`src/rtl/trap_csr_unit_pkg.sv`:
```
// trap_csr_unit_pkg: CSR addresses, mcause codes, csr_op encodings and mstatus/mie bit indices
package trap_csr_unit_pkg;
  localparam logic [11:0] CSR_MSTATUS  = 12'h300;
  localparam logic [11:0] CSR_MIE      = 12'h304;
  localparam logic [11:0] CSR_MTVEC    = 12'h305;
  localparam logic [11:0] CSR_MSCRATCH = 12'h340;
  localparam logic [11:0] CSR_MEPC     = 12'h341;
  localparam logic [11:0] CSR_MCAUSE   = 12'h342;
  localparam logic [11:0] CSR_MCYCLE   = 12'hB00;
  localparam logic [11:0] CSR_MINSTRET = 12'hB02;
  localparam logic [31:0] MCAUSE_ILLEGAL = 32'd2;
  localparam logic [31:0] MCAUSE_ECALL   = 32'd11;
  localparam logic [31:0] MCAUSE_MEI     = 32'h8000_000B;
  localparam int MSTATUS_MIE  = 3;
  localparam int MSTATUS_MPIE = 7;
  localparam int MIE_MEIE     = 11;
  typedef enum logic [1:0] {
    CSR_NONE = 2'b00,
    CSR_RW   = 2'b01,
    CSR_RS   = 2'b10,
    CSR_RC   = 2'b11
  } csr_op_e;
  function automatic logic [31:0] csr_apply(input logic [1:0] op, input logic [31:0] old, input logic [31:0] wdata);
    return op == CSR_RW ? wdata : op == CSR_RS ? (old | wdata) : (old & ~wdata);
  endfunction
endpackage

```
`src/rtl/trap_csr_unit_int_sync.sv`:
```
// int_sync: two-flop synchronizer plus edge register for the external interrupt line
// Ports: clk, rst (async, active-high), i_async (raw INT level), o_rise (one-cycle pulse on synchronized rising edge)
module int_sync (
  input  logic clk,
  input  logic rst,
  input  logic i_async,
  output logic o_rise
);
  logic r_s1, r_s2, r_s3;
  always_ff @(posedge clk or posedge rst)
    if (rst) {r_s1, r_s2, r_s3} <= 3'b000;
    else {r_s1, r_s2, r_s3} <= {i_async, r_s1, r_s2};
  assign o_rise = r_s2 & ~r_s3;
endmodule

```
`src/rtl/trap_csr_unit.sv`:
```
// trap_csr_unit: machine-mode CSR file with exception, interrupt and mret redirect logic
// Ports: clk, rst (async, active-high); inst_valid/ecall/mret/illegal_inst from decode; INT raw interrupt;
// csr_we/csr_op/csr_addr/csr_wdata CSR access; pc_cur/pc_next PCs; csr_rdata old CSR value;
// redirect/redirect_pc PC override; int_pend synchronized pending interrupt.
// Define CSR_COUNTER_EN to add mcycle (0xB00) and minstret (0xB02).
module trap_csr_unit
  import trap_csr_unit_pkg::*;
(
  input  logic        clk,
  input  logic        rst,
  input  logic        inst_valid,
  input  logic        ecall,
  input  logic        mret,
  input  logic        illegal_inst,
  input  logic        INT,
  input  logic        csr_we,
  input  logic [1:0]  csr_op,
  input  logic [11:0] csr_addr,
  input  logic [31:0] csr_wdata,
  input  logic [31:0] pc_cur,
  input  logic [31:0] pc_next,
  output logic [31:0] csr_rdata,
  output logic        redirect,
  output logic [31:0] redirect_pc,
  output logic        int_pend
);
  logic        r_mie, r_mpie, r_meie, r_int_pend;
  logic [31:0] r_mtvec, r_mscratch, r_mepc, r_mcause;
  logic        w_rise, w_exc, w_int, w_mret, w_wr;
  logic [31:0] w_wval;
`ifdef CSR_COUNTER_EN
  logic [31:0] r_mcycle, r_minstret;
`endif
  int_sync u_int_sync (
    .clk    (clk),
    .rst    (rst),
    .i_async(INT),
    .o_rise (w_rise)
  );
  always_comb begin
    csr_rdata = '0;
    case (csr_addr)
      CSR_MSTATUS: begin
        csr_rdata[MSTATUS_MIE]  = r_mie;
        csr_rdata[MSTATUS_MPIE] = r_mpie;
      end
      CSR_MIE:      csr_rdata[MIE_MEIE] = r_meie;
      CSR_MTVEC:    csr_rdata = r_mtvec;
      CSR_MSCRATCH: csr_rdata = r_mscratch;
      CSR_MEPC:     csr_rdata = {r_mepc[31:2], 2'b00};
      CSR_MCAUSE:   csr_rdata = r_mcause;
`ifdef CSR_COUNTER_EN
      CSR_MCYCLE:   csr_rdata = r_mcycle;
      CSR_MINSTRET: csr_rdata = r_minstret;
`endif
      default: ;
    endcase
  end
  // Priority chain: each event masks every lower one in the same cycle.
  assign w_exc  = inst_valid & (illegal_inst | ecall);
  assign w_int  = inst_valid & ~w_exc & r_int_pend & r_mie & r_meie;
  assign w_mret = inst_valid & mret & ~w_exc & ~w_int;
  assign w_wr   = inst_valid & csr_we & (csr_op != CSR_NONE) & ~w_exc & ~w_int & ~w_mret;
  assign w_wval = csr_apply(csr_op, csr_rdata, csr_wdata);
  assign redirect    = ~rst & (w_exc | w_int | w_mret);
  assign redirect_pc = w_mret ? {r_mepc[31:2], 2'b00} : {r_mtvec[31:2], 2'b00};
  assign int_pend    = r_int_pend;
  always_ff @(posedge clk or posedge rst)
    if (rst) begin
      r_mie      <= 1'b0;
      r_mpie     <= 1'b0;
      r_meie     <= 1'b0;
      r_int_pend <= 1'b0;
      r_mtvec    <= '0;
      r_mscratch <= '0;
      r_mepc     <= '0;
      r_mcause   <= '0;
    end else begin
      // A fresh edge wins over the clear from taking the previous interrupt.
      r_int_pend <= w_rise | (r_int_pend & ~w_int);
      if (w_exc | w_int) begin
        r_mepc   <= w_exc ? pc_cur : pc_next;
        r_mcause <= illegal_inst ? MCAUSE_ILLEGAL : ecall ? MCAUSE_ECALL : MCAUSE_MEI;
        r_mpie   <= r_mie;
        r_mie    <= 1'b0;
      end else if (w_mret) begin
        r_mie  <= r_mpie;
        r_mpie <= 1'b1;
      end else if (w_wr) begin
        if (csr_addr == CSR_MSTATUS) begin
          r_mie  <= w_wval[MSTATUS_MIE];
          r_mpie <= w_wval[MSTATUS_MPIE];
        end
        if (csr_addr == CSR_MIE) r_meie <= w_wval[MIE_MEIE];
        if (csr_addr == CSR_MTVEC) r_mtvec <= w_wval;
        if (csr_addr == CSR_MSCRATCH) r_mscratch <= w_wval;
        if (csr_addr == CSR_MEPC) r_mepc <= w_wval;
        if (csr_addr == CSR_MCAUSE) r_mcause <= w_wval;
      end
    end
`ifdef CSR_COUNTER_EN
  always_ff @(posedge clk or posedge rst)
    if (rst) begin
      r_mcycle   <= '0;
      r_minstret <= '0;
    end else begin
      r_mcycle   <= (w_wr && csr_addr == CSR_MCYCLE) ? w_wval : r_mcycle + 32'd1;
      r_minstret <= (w_wr && csr_addr == CSR_MINSTRET) ? w_wval : r_minstret + 32'(inst_valid & ~w_exc & ~w_int);
    end
`endif
endmodule

```
`config.mk`:
```
export PLATFORM = sky130hd
export DESIGN_NAME = trap_csr_unit
export DESIGN_NICKNAME = d
export VERILOG_FILES = /design/src/rtl/trap_csr_unit_pkg.sv /design/src/rtl/trap_csr_unit_int_sync.sv /design/src/rtl/trap_csr_unit.sv
export SDC_FILE = /design/constraint.sdc
export NUM_CORES = 1
export LEC_CHECK = 0
export ABC_CLOCK_PERIOD_IN_PS = 6000
export BUFFER_PORTS_ARGS = -buffer_cell sky130_fd_sc_hd__clkbuf_2
export CAP_MARGIN = 5
export CELL_PAD_IN_SITES_DETAIL_PLACEMENT = 0
export CELL_PAD_IN_SITES_GLOBAL_PLACEMENT = 2
export CORE_MARGIN = 2
export CORE_UTILIZATION = 35
export DETAILED_ROUTE_END_ITERATION = 6
export HOLD_SLACK_MARGIN = 0.1
export PLACE_DENSITY_LB_ADDON = 0.1
export SLEW_MARGIN = 20
export SYNTH_ARGS = -nofsm -noshare
export SYNTH_HDL_FRONTEND = slang
export SYNTH_SLANG_ARGS = --single-unit
```
`constraint.sdc`:
```
create_clock -name clk -period 6 [get_ports clk]
set_input_delay 0 -clock clk [delete_from_list [all_inputs] [get_ports clk]]
set_output_delay 0 -clock clk [all_outputs]
set_load 0.005 [all_outputs]
```
==> run_results.csv, run 1 <==
group,metric,value,unit
outcome,outcome,"complete, no violations",
worst_setup_path,crit_type,"flop to flop",
yosys,syn_area,8053,um^2
timing,setup_viol,0,
yosys,yosys.area_share.simple,14.68,%
yosys,synth-compound-area-share,25.89,%
global_routing,antenna_found_initial,1,
yosys,yosys.area.top_type,"dfrtp_1",
yosys,ys.flop_type,"dfrtp_1",
yosys,synth_cell_types,67,
floorplanning,fp.dieW,155.7,um
job,maxCapViolCount,0,
floorplanning,ios,184,
routing,first_pass_iters,5,
global_routing,grt_pass1_wl,45120,um
floorplanning,core,22640,um^2
clock_tree,cts_hold_buf,101,
timing,hold_viol_final,0,
power_and_ir_drop,peakVddDrop,0.1424,mV
worst_setup_path,cp-start-kind,"flop",
global_routing,gr-total-overflow,0,
clock_tree,clk_pin_slew,0.06,ns
worst_setup_path,path_max_fanout,30,
clock_tree,clockRootBuffer,"clkbuf_16",
timing,period_needed,3.501,ns
clock_tree,cts_buffer_depth,2,
yosys,synthXorXnorAreaFrac,3.589,%
global_routing,track_usage,24.42,%
finish,diodes,0,
power_and_ir_drop,power.density,226.5,nW/um^2
routing,ant_nets,0,
routing,drc,0,
routing,totalWireLength,29210,um
clock_tree,postCtsSetupBuffers,0,
finish,area_growth,33.41,%
hold_path,min_path_type,"input port to flop",
yosys,synth_top_family_by_area,"compound AO/OA/AOI/OAI gates",
clock_tree,tritoncts,"done",
yosys,yosysMostFrequentCell,"nand2_1",
timing,report.final.slew_viol_count,0,
worst_setup_path,crit_required,6.35,ns
routing,m1WireLength,13580,um
yosys,synth-edff-count,0,
yosys,synth_area_leaders,"dfrtp_1 41%, nand2_1 6.4%, mux2_2 5.3%",
worst_setup_path,arrival,3.85,ns
floorplanning,fp.dieH,155.7,um
clock_tree,cts.sinks,133,
clock_tree,h-tree-depth,4,
yosys,yosysSeqAreaShare,41.33,%
yosys,synthAdderAreaFrac,0,%
timing,worst-slew-pin-transition,1.066,ns
yosys,synthArstFlopShare,100.0,%
place,gp_congestion,0.8112,
floorplanning,die_area,24240,um^2
yosys,syn_inst,887,
routing,routedWlPerCell,20.48,um
yosys,yosys_warnings,0,
floorplanning,start_util,35.57,%
routing,drtIter0Drc,598,
floorplanning,row_count,55,
global_routing,grt_max_degree,83,
yosys,ys_ff_latch,133,
yosys,synthTopCellsByCount,"137 x nand2_1, 133 x dfrtp_1, 76 x o21ai_0, 44 x a21oi_1, 43 x clkbuf_1",
global_routing,grt_pass1_vias,7633,
timing,rsz0062_at_grt,"no",
place,dp_cells,1293,
clock_tree,cts_resized,0,
clock_tree,worstSkewPairLatency,0.43,ns
timing,max_freq,285.7,MHz
finish,drive_above_1_share,25.33,%
place,hpwlAfterDp,18390,um
yosys,synth.avg_cell_area,9.079,um^2
routing,vias,7725,
timing,finalCritPeriodShare,58.34,%
finish,final_cell_count_no_fill,1426,
power_and_ir_drop,leakage,0.004862,uW
place,port-buffer-count,177,
finish,final_nets,1246,
routing,wl_met2,13850,um
routing,avgViaCountPerCell,5.417,
yosys,yosysTopAreaCellShare,41.33,%
routing,top_layer_used,"met5",
timing,max_slew_margin,28.77,%
timing,skew,0.01454,ns
worst_setup_path,end_kind,"flop",
clock_tree,cts_buffers,17,
worst_setup_path,r2r_setup_slack,2.50,ns
yosys,synthMuxAreaShare,8.421,%
routing,met3_length,1481,um
timing,tns,0,ns
power breakdown:
group          switching, uW  leakage [uW]  total [uW]  internal [uW]
logic                    201       0.00281         377            176
registers               21.7       0.00176         951            929
clock network            434      0.000291        1110            672
per-stage QoR:
stage	setup WS [ns]	util [%]	area [um^2]	hold WS [ns]	power (uW)
2_1_floorplan	2.446	-	8056	0.02765	1155
3_3_place_gp	2.877	40.28	9119	0.1172	1277
3_5_place_dp	2.841	40.28	9119	0.1123	1279
4_1_cts	2.560	47.45	10740	0.1017	2454
5_1_grt	2.266	47.45	10740	0.1284	2536
6_report	2.499	47.45	10740	0.1052	2434
state kept, by name (all words and copies together) (netlist names):
signal           cells
r_mpie               1
int_pend             1
u_int_sync.r_s2      1
r_mie                1
r_mepc              30
r_mcause            32
u_int_sync.r_s3      1
r_mtvec             32
r_mscratch          32
u_int_sync.r_s1      1
r_meie               1
cell type report:
class | count | area [um^2]
Fill cell | 2280 | 11900
Multi-Input combinational cell | 643 | 4277
Sequential cell | 133 | 3328
Timing Repair Buffer | 294 | 2017
Clock buffer | 19 | 442.9
Tap cell | 285 | 356.6
Clock inverter | 13 | 170.2
Inverter | 39 | 151.4
routing by layer:
metal	vias to the layer above	GRT usage, %
met5	-	0
met4	2	4.849
met3	17	4.278
met2	242	40.62
met1	3739	33.58
li1	3725	-
critical path: stages, from the launching register on:
cell,delay (ns)
dfrtp_1,0.42
nand3_1,0.35
nor2_4,0.95
a222oi_1,0.19
dlygate4sd3_1,0.64
o2bb2ai_1,0.12
a31oi_1,0.16
dlygate4sd3_1,0.57
kinds of logic (layout without fill, tap and decap cells):
| kind of cell | after synthesis | in the layout |
|---|---|---|
| AO/OA/AOI/OAI | 309 | 309 |
| AND/OR/NAND/NOR | 238 | 238 |
| flip-flops | 133 | 133 |
| buffers and inverters | 112 | 365 |
| multiplexers | 61 | 61 |
| XOR/XNOR | 33 | 33 |
| other | 1 | 2 |
final timing paths:
check,start,end,depth (start not counted)
max,r_mie$_DFFE_PP0P_,r_mepc[17]$_DFFE_PP0P_,7
min,csr_wdata[31],r_mcause[31]$_DFFE_PP0P_,4
max reg2reg,r_mie$_DFFE_PP0P_,r_mepc[17]$_DFFE_PP0P_,7
min reg2reg,u_int_sync.r_s1$_DFF_PP0_,u_int_sync.r_s2$_DFF_PP0_,0
max in group asynchronous,rst,r_mepc[19]$_DFFE_PP0P_,4
min in group asynchronous,rst,r_mtvec[9]$_DFFE_PP0P_,3
cells in the final DEF (no fill, tap or decap), types with 16 or more instances in the layout:
cell type	Yosys	routed
a22oi_1	24	24
mux2_2	38	38
inv_1	39	38
nand2_1	137	137
a222oi_1	22	22
xnor2_1	33	33
clkbuf_16	0	17
dlygate4sd3_1	0	101
buf_4	7	16
a21oi_1	44	44
dfrtp_1	133	133
o21ai_1	31	31
mux2i_1	19	19
a22o_1	29	29
nor2_1	28	26
clkbuf_2	1	177
o21ai_0	76	76
No activity file was read; power rests on OpenSTA's default activity.
==> inputs of run 2 (changes only) <==
--- a/config.mk
+++ b/config.mk
@@ -5,13 +5,13 @@
 export SDC_FILE = /design/constraint.sdc
 export NUM_CORES = 1
 export LEC_CHECK = 0
-export ABC_CLOCK_PERIOD_IN_PS = 6000
+export ABC_CLOCK_PERIOD_IN_PS = 3320
 export BUFFER_PORTS_ARGS = -buffer_cell sky130_fd_sc_hd__clkbuf_2
 export CAP_MARGIN = 5
 export CELL_PAD_IN_SITES_DETAIL_PLACEMENT = 0
 export CELL_PAD_IN_SITES_GLOBAL_PLACEMENT = 2
 export CORE_MARGIN = 2
-export CORE_UTILIZATION = 35
+export CORE_UTILIZATION = 33
 export DETAILED_ROUTE_END_ITERATION = 6
 export HOLD_SLACK_MARGIN = 0.1
 export PLACE_DENSITY_LB_ADDON = 0.1
==> constraint.sdc (replaced) <==
create_clock -name clk -period 3.32 [get_ports clk]
set_input_delay 0 -clock clk [delete_from_list [all_inputs] [get_ports clk]]
set_output_delay 0 -clock clk [all_outputs]
set_load 0.005 [all_outputs]
==> run 2 against run 1 <==
Compared with the run above:
- core utilization down 1.9 points
- count of clock-buffer cells in the layout unchanged
- largest power group unchanged
- maximum frequency up 13%
- die area is 5.9% higher
- global-route usage is 0.95 points lower
- cell count up 4.1%
==> run_results.csv, run 2 (synthesis gave the netlist of run 1 again) <==
group,metric,value,unit
floorplanning,fp.dieW,160.2,um
power_and_ir_drop,power.density,399.2,nW/um^2
timing,setup_viol,0,
floorplanning,fp.dieH,160.2,um
hold_path,min_path_type,"input port to flop",
worst_setup_path,path_cells,"nand3_1 -> nor2_4 -> a22oi_1 -> dlygate4sd3_1 -> o2bb2ai_1 -> a31oi_1 -> dlygate4sd3_1",
timing,worst_hold_slack,0.1274,ns
place,hpwlAfterDp,20240,um
global_routing,gr-total-overflow,0,
routing,totalWireLength,29740,um
finish,area_growth,36.23,%
clock_tree,worstSkewPairLatency,0.42,ns
worst_setup_path,cp-start-kind,"flop",
clock_tree,cts_buffers,17,
worst_setup_path,arrival,3.44,ns
outcome,outcome,"complete, no violations",
worst_setup_path,path_max_fanout,17,
routing,ant_nets,0,
job,maxCapViolCount,0,
timing,max_slew_margin,46.79,%
timing,report.final.slew_viol_count,0,
timing,period_needed,3.085,ns
routing,drc,0,
routing,first_pass_iters,5,
worst_setup_path,cp_common_cell,"dlygate4sd3_1",
place,place_area,9361,um^2
power_and_ir_drop,switching_share,26.50,%
worst_setup_path,crit_type,"flop to flop",
floorplanning,row_count,57,
routing,routedWlPerCell,20.04,um
finish,largestRegisters,"r_mcause: 32 flops, r_mscratch: 32 flops, r_mtvec: 32 flops",
routing,drtIter0Drc,533,
floorplanning,die_area,25670,um^2
floorplanning,core,24110,um^2
finish,stdcell_area,10970,um^2
timing,worst-slew-pin-transition,0.7981,ns
place,dp_cells,1353,
power_and_ir_drop,combPwrFrac,15.7,%
global_routing,track_usage,23.47,%
finish,layout_common_cells,"177 x clkbuf_2, 137 x nand2_1, 133 x dfrtp_1",
worst_setup_path,cpMaxStageDelayCell,"dlygate4sd3_1",
power_and_ir_drop,clkPwrFrac,45.0,%
timing,rsz0062_at_grt,"no",
place,port-buffer-count,177,
routing,vias,7774,
finish,final_common_cell,"clkbuf_2",
worst_setup_path,crit_required,3.68,ns
finish,final_nets,1266,
finish,diodes,0,
clock_tree,clockRootBuffer,"clkbuf_16",
clock_tree,cts_resized,0,
timing,max_freq,324.1,MHz
finish,multi_input_area,4277,um^2
worst_setup_path,critical-path-top-delay-family,"buffers and inverters",
global_routing,grt_pass1_vias,7970,
power_and_ir_drop,power_frac_seq,39.2,%
finish,drive_above_1_share,26.72,%
global_routing,antenna_found_initial,0,
worst_setup_path,end_kind,"flop",
power_and_ir_drop,peakVddDrop,0.2719,mV
floorplanning,ios,184,
power_and_ir_drop,leakage,0.004957,uW
clock_tree,cts_buffer_depth,2,
global_routing,grt_max_degree,134,
clock_tree,h-tree-depth,4,
timing,hold_viol_final,0,
place,gp_congestion,0.8099,
finish,regArea,3328,um^2
clock_tree,postCtsSetupBuffers,0,
finish,n_fill_cell,2433,
finish,final_cell_count_no_fill,1484,
clock_tree,tritoncts,"done",
clock_tree,clk_pin_slew,0.06,ns
floorplanning,start_util,33.41,%
timing,skew,0.01109,ns
global_routing,grt_pass1_wl,46520,um
timing,finalCritPeriodShare,92.92,%
power_and_ir_drop,p_int,3219,uW
timing,tns,0,ns
clock_tree,cts.sinks,133,
routing,avgViaCountPerCell,5.239,
worst_setup_path,cpPeakStageDelay,0.62,ns
worst_setup_path,crit_buf_inv,2,
power_and_ir_drop,p_sw,1161,uW
run 2: cell count changes in the layout (fill, tap and decap cells not counted), sizes merged:
| cell | change |
|---|---|
| dlygate4sd3 | -1 |
| buf | +21 |
| clkinvlp | +3 |
| clkinv | +2 |
| inv | -6 |
run 2: cell type report:
| cell class | instances | area share [%] |
|---|---|---|
| clock inverter | 12 | 1.414 |
| tap | 324 | 3.695 |
| clock buffer | 19 | 4.129 |
| timing repair buffer | 314 | 20.07 |
| sequential | 133 | 30.34 |
| multi-input combinational | 643 | 38.98 |
| inverter | 39 | 1.369 |
run 2: routing by layer:
layer	vias to the layer above	wire [um]	GRT usage (%)	part of all wire (%)
li1	3766	-	-	-
met1	3754	14130	33.52	48
met2	238	13790	38.21	46
met3	16	1585	3.247	5.3
met4	0	238	4.505	0.80
met5	-	0	0	0
run 2: power by group through the flow:
stage                     combinational [uW]  sequential (uW)  clock, uW
after CTS                                692             1720       2010
after global routing                     756             1730       2080
after detailed placement                 582             1750          0
final                                    689             1720       1970
after floorplan                          351             1740          0
after global placement                   581             1750          0
run 2: worst reg2reg max path: stages, from the launching register on:
cell,delay [ns]
dfrtp_1,0.41
nand3_1,0.41
nor2_4,0.61
a22oi_1,0.14
dlygate4sd3_1,0.62
o2bb2ai_1,0.13
a31oi_1,0.14
dlygate4sd3_1,0.57
run 2: worst paths after layout:
path,from,endpoint,slack [ns],cells after the start
worst max-delay path,r_mie$_DFFE_PP0P_,r_mepc[7]$_DFFE_PP0P_,0.23,7
worst min register to register,u_int_sync.r_s1$_DFF_PP0_,u_int_sync.r_s2$_DFF_PP0_,0.36,0
max in group asynchronous,rst,r_mepc[25]$_DFFE_PP0P_,2.37,4
min in group asynchronous,rst,r_mepc[12]$_DFFE_PP0P_,0.31,4
worst min-delay path,ecall,int_pend$_DFF_PP0_,0.13,4
worst max register to register,r_mie$_DFFE_PP0P_,r_mepc[7]$_DFFE_PP0P_,0.23,7
run 2: through the flow:
step,total power (uW),setup slack [ns],utilization [%]
floorplan,2088,1.450,-
global placement,2327,0.7521,38.84
detailed placement,2329,0.7515,38.84
CTS,4418,0.2601,45.51
global route,4556,0.06639,45.51
finish,4380,0.2350,45.51
run 2: what timing repair did:
action	in CTS	in global routing
hold endpoints to repair	242	0
setup endpoints to repair	0	0
hold buffers	100	0
